<file path="src/rtl/heater_window_driver.sv">
// Time-proportioning heater drive: one on/off window per PERIOD clocks, on-time latched
// from the upstream converter at each window boundary, with pulse clamping and fault lockout.
module heater_window_driver #(
  parameter int unsigned PERIOD    = 28800954,
  parameter int unsigned MIN_PULSE = 500000
) (
  input  logic        clk,
  input  logic        rst_n,
  input  logic        en,
  input  logic        fault,
  input  logic [24:0] time_value,
  output logic        sample_req,
  output logic        heater_on,
  output logic        window_start,
  output logic [24:0] duty_latched,
  output logic [1:0]  state
);

  typedef enum logic [1:0] {
    StIdle = 2'b00,
    StOn   = 2'b01,
    StOff  = 2'b10,
    StLock = 2'b11
  } state_e;

  localparam logic [24:0] PeriodW  = 25'(PERIOD);
  localparam logic [24:0] MinW     = 25'(MIN_PULSE);
  localparam logic [24:0] LastCnt  = 25'(PERIOD - 1);
  // Request is registered, so it is raised on the edge leaving cnt == PERIOD-3.
  localparam logic [24:0] SreqPrev = 25'(PERIOD - 3);

  state_e      state_q;
  logic [24:0] cnt_q;
  logic [24:0] clamp_val;
  logic        running;
  logic        start_evt;

  always_comb begin
    clamp_val = time_value;
    if (time_value >= PeriodW) begin
      clamp_val = PeriodW;
    end else if (time_value < MinW) begin
      clamp_val = '0;
    end else if ((PeriodW - time_value) < MinW) begin
      clamp_val = PeriodW;
    end
  end

  always_comb begin
    running   = (state_q == StOn) || (state_q == StOff);
    start_evt = !fault && en && ((state_q == StIdle) || (running && (cnt_q == LastCnt)));
  end

  always_ff @(posedge clk or negedge rst_n) begin
    if (!rst_n) begin
      state_q      <= StIdle;
      cnt_q        <= '0;
      duty_latched <= '0;
      heater_on    <= 1'b0;
      sample_req   <= 1'b0;
      window_start <= 1'b0;
    end else begin
      sample_req   <= 1'b0;
      window_start <= 1'b0;
      if (fault) begin
        state_q      <= StLock;
        cnt_q        <= '0;
        duty_latched <= '0;
        heater_on    <= 1'b0;
      end else if (running && !en) begin
        state_q      <= StIdle;
        cnt_q        <= '0;
        duty_latched <= '0;
        heater_on    <= 1'b0;
      end else if (start_evt) begin
        cnt_q        <= '0;
        duty_latched <= clamp_val;
        window_start <= 1'b1;
        if (clamp_val != '0) begin
          state_q   <= StOn;
          heater_on <= 1'b1;
        end else begin
          state_q   <= StOff;
          heater_on <= 1'b0;
        end
      end else begin
        case (state_q)
          StOn, StOff: begin
            cnt_q      <= cnt_q + 25'd1;
            sample_req <= (cnt_q == SreqPrev);
            // A full-period duty never turns off; the wrap restarts the window instead.
            if ((state_q == StOn) && (duty_latched < PeriodW) &&
                (cnt_q == duty_latched - 25'd1)) begin
              state_q   <= StOff;
              heater_on <= 1'b0;
            end
          end
          StLock: begin
            if (!en) begin
              state_q <= StIdle;
            end
          end
          default: begin
            state_q <= StIdle;
          end
        endcase
      end
    end
  end

  assign state = state_q;

endmodule

</file>
<file path="config.mk">
export PLATFORM = sky130hd
export DESIGN_NAME = heater_window_driver
export DESIGN_NICKNAME = d
export VERILOG_FILES = /design/src/rtl/heater_window_driver.sv
export SDC_FILE = /design/constraint.sdc
export NUM_CORES = 1
export LEC_CHECK = 0
export CAP_MARGIN = 5
export CORE_UTILIZATION = 50
export CTS_BUF_LIST = sky130_fd_sc_hd__clkbuf_16
export DETAILED_ROUTE_END_ITERATION = 12
export PLACE_DENSITY = 0.73
export SYNTH_ARGS = -nofsm -noshare
export SYNTH_HDL_FRONTEND = slang
export SYNTH_SLANG_ARGS = --single-unit
export TNS_END_PERCENT = 20
</file>
<file path="constraint.sdc">
create_clock -name clk -period 2.5 [get_ports clk]
set_clock_uncertainty 0.2 [all_clocks]
set_input_delay 0.375 -clock clk [delete_from_list [all_inputs] [get_ports clk]]
set_output_delay 0.375 -clock clk [all_outputs]
set_load 0.005 [all_outputs]
</file>
==> reports/qor.yml <==
drive_above_1_share_pct: 27.1
finalInstanceArea_um2: 5930
drt-total-wl_um: 12800
report.final.setup_viol: 21
timing.critical_path.slowest_cell_delay_ps: 410
max-vdd-ir-drop_uv: 521
grt_pass1_wl_um: 20500
cts_tree: "built"
cts_sinks: 55
post_synth_xor_area_fraction_pct: 9.80
worstSetupEndpointType: "flip-flop"
whs_endpoint: "duty_latched[0]"
finalWorstPathRequiredPeriod_ps: 2620
cts_inserted_buffers: 5
syn-cell-area_um2: 4110
synth_fa_ha_area_share_pct: 1.83
post_synth.cell_area_avg_um2: 8.47
pwr_density_cell_nw_per_um2: 542
postPlaceCellArea_um2: 5590
cts_max_path_buffers: 2
f_max_mhz: 382
timing.slew.headroom_pct: 63.8
wire_per_inst_um: 17.2
drv.max_cap_violation_count: 0
drc: 0
worstMarginPinSlew_ps: 543
synth.yosys.warnings: 0
gp_congestion: 0.920
n_fill_cell: 574
run_status: "finished with violations"
path_max_fanout: 3
fin_ws_ps: -120
synth_enable_flop_cells: 0
grt_remaining_overflow: 0
post_synth_simple_gate_area_pct: 32.1
dieWidth_um: 92.7
critical-path-slowest-cell: "dfrtp_1"
starting_drt_drc_count: 356
number_of_library_cell_types_mapped_by_synthesis: 71
crit_path_cell_trace: "nor4_4, nand2_1, buf_4, nor4_4, xor2_1, mux2i_1, nand4_1, nor2_1, o21ai_1"
fp.dieH_um: 92.7
final_hpwl_dp_um: 9730
stdcell_count: 747
synthTopCellsByCount: "nor2_1, dfrtp_1, nand2_1"
rows: 32
synth_area_leader_cell: "dfrtp_1"
dr.pass1.iters: 4
clockRootBuffer: "clkbuf_16"
async_flop_share_pct: 100
antenna-diode-count: 0
clkTransAtPathRegs_ps: 60
static-leakage-power_nw: 2.75
postSynthCellCount: 485
critical_path_buf_inv_count: 1
ant_nets: 0
floorplan.initialDensity_pct: 52.4
timing.hold.worst_path_depth: 3
combinational_family_with_the_most_area_after_synthesis: "simple AND/OR/NAND/NOR gates"
synth_top_cells_by_area: "dfrtp_1, xor2_1, nor2_1, a22o_1, nand2_1"
syn_to_final_growth_pct: 44.2
synth.most_common_cell: "nor2_1"
totalNegativeSetupSlack_ps: -879
dieArea_um2: 8590
critical-path-top-delay-family: "simple AND/OR/NAND/NOR gates"
postSynth.topFlopCell: "dfrtp_1"
global_route.usage.total_pct: 30.6
setup.worst_path.start: "duty_latched[5]"
register_to_register_path_setup_slack_ps: -120
layout.nets: 679
violations: "setup timing"
hold-worst-slack_ps: 279
route.detailed.vias_per_inst: 5.92
num_vias: 4423
htreeDepth: 2
input_output_buffers: 58
crit_path_frequent_cell: "nor4_4"
grt_pass1_vias: 4229
path_class: "reg2reg"
synth.mux.area_fraction_pct: 1.28
ys_seq_area_share_pct: 33.5
grt_start_max_net_pins: 34
design.core.area_um2: 7850
num_io_pins: 59
synth_seq_cells: 55
timing.final.crit_share_pct: 105
worstSkewPairLatency_ps: 290
synthDominantCellAreaShare_pct: 33.5
synth_fp_nets: 520
regToRegStartpoint: "duty_latched[5]"
cp.required_ps: 2480
regToRegEndpoint: "heater_on"
worstHoldStart: "time_value[0]"
unrepaired_setup_endpoints_after_global_routing: "true"
min-delay-path-class: "in2reg"
antenna_violations_before_repair: 0
synth_compound_gate_area_share_pct: 17.7
worstRegToRegCells: 9
final-max-slew-violation-count: 0
post-place-cells: 730
final-hold-violation-count: 0
critical_path.startpoint_type: "flip-flop"
critical_path_arrival_ps: 2600
[where the power goes]
part	leakage, nW	switching, W	internal [W]
clock	0.0701	0.000305	0.000362
combinational	1.93	0.000787	0.000756
sequential	0.759	0.0000591	0.000945
total	2.75	0.00115	0.00206
[worst max-delay path by stage]
stage / to / depth (start not counted) / slack [ps]
after floorplan: cnt_q[16] / 10 / -60
after global placement: duty_latched[2] / 9 / -360
after detailed placement: duty_latched[6] / 9 / -420
after CTS: state[0] / 9 / -100
after global routing: heater_on / 9 / -270
final: heater_on / 9 / -120
[worst min-delay path, cell delays in order]
cell	delay, ps
dlymetal6s2s_1	120
buf_4	130
a22o_1	110
[final cells by class]
cell class / instances / area, µm² / area share, %
multi-input combinational: 391 / 2710 / 45.8
inverter: 8 / 30.0 / 0.507
clock buffer: 5 / 125 / 2.11
sequential: 55 / 1380 / 23.2
clock inverter: 3 / 11.3 / 0.190
tap: 102 / 128 / 2.15
timing repair buffer: 183 / 1540 / 26.0
[cell usage in the layout, fill, tap and decap left out, drive strengths merged, types with 3 or more instances in the layout]
| master | Yosys | final |
|---|---|---|
| buf | 11 | 125 |
| nor2 | 68 | 68 |
| dfrtp | 55 | 55 |
| nand2 | 48 | 48 |
| clkdlybuf4s50 | 0 | 43 |
| xor2 | 30 | 30 |
| a22o | 23 | 23 |
| nand3 | 21 | 21 |
| a21oi | 17 | 17 |
| xnor2 | 16 | 16 |
| nor3 | 14 | 14 |
| o21ai | 14 | 14 |
| nand4 | 11 | 11 |
| dlygate4sd2 | 0 | 10 |
| nor2b | 10 | 10 |
| nor4 | 10 | 10 |
| and3 | 9 | 9 |
| inv | 8 | 9 |
| nand3b | 7 | 7 |
| nand4b | 7 | 7 |
| ha | 6 | 6 |
| and4 | 5 | 5 |
| clkbuf | 20 | 5 |
| and2 | 5 | 5 |
| a211oi | 5 | 5 |
| nand2b | 4 | 4 |
| a31oi | 4 | 4 |
| dlymetal6s2s | 0 | 4 |
| and4b | 3 | 3 |
| o31ai | 3 | 3 |
| or3 | 3 | 3 |
| o41ai | 3 | 3 |
| a31o | 3 | 3 |
| mux2i | 3 | 3 |
| a22oi | 3 | 3 |
| or4b | 3 | 3 |
[through the flow]
step	total power [W]	util, %	setup slack [ps]
final	0.00321	75.5	-120
after global routing	0.00337	75.5	-274
after CTS	0.00315	74.1	-98.3
after detailed placement	0.00244	71.3	-420
after global placement	0.00240	71.3	-358
after floorplan	0.00180	-	-55.2
[kinds of logic (layout without fill, tap and decap cells)]
group / after synthesis / after routing
multiplexers: 5 / 5
AO/OA/AOI/OAI: 97 / 97
adder cells (fa/ha/maj): 6 / 6
AND/OR/NAND/NOR: 237 / 237
flip-flops: 55 / 55
XOR/XNOR: 46 / 46
buffers and inverters: 39 / 199
[what timing repair did]
| item | 4_1_cts | 5_1_grt |
|---|---|---|
| endpoints found under the setup margin | 37 | 49 |
| hold buffers | 1 | 0 |
| pin swaps | 14 | 16 |
| setup buffers | 5 | 3 |
| endpoints found under the hold margin | 22 | 0 |
| resized for setup | 25 | 22 |
[per-layer routing]
layer  track usage (%)  routed length (µm)
met1              40.7                5540
met5                 0                   0
met3              3.04                 709
met2              52.8                6310
met4              9.23                 246
[state kept, by name, indices dropped and copies added, names as in the netlist]
name,flops
state,2
duty_latched,25
heater_on,1
window_start,1
sample_req,1
cnt_q,25
(Power assumes the default switching activity.)
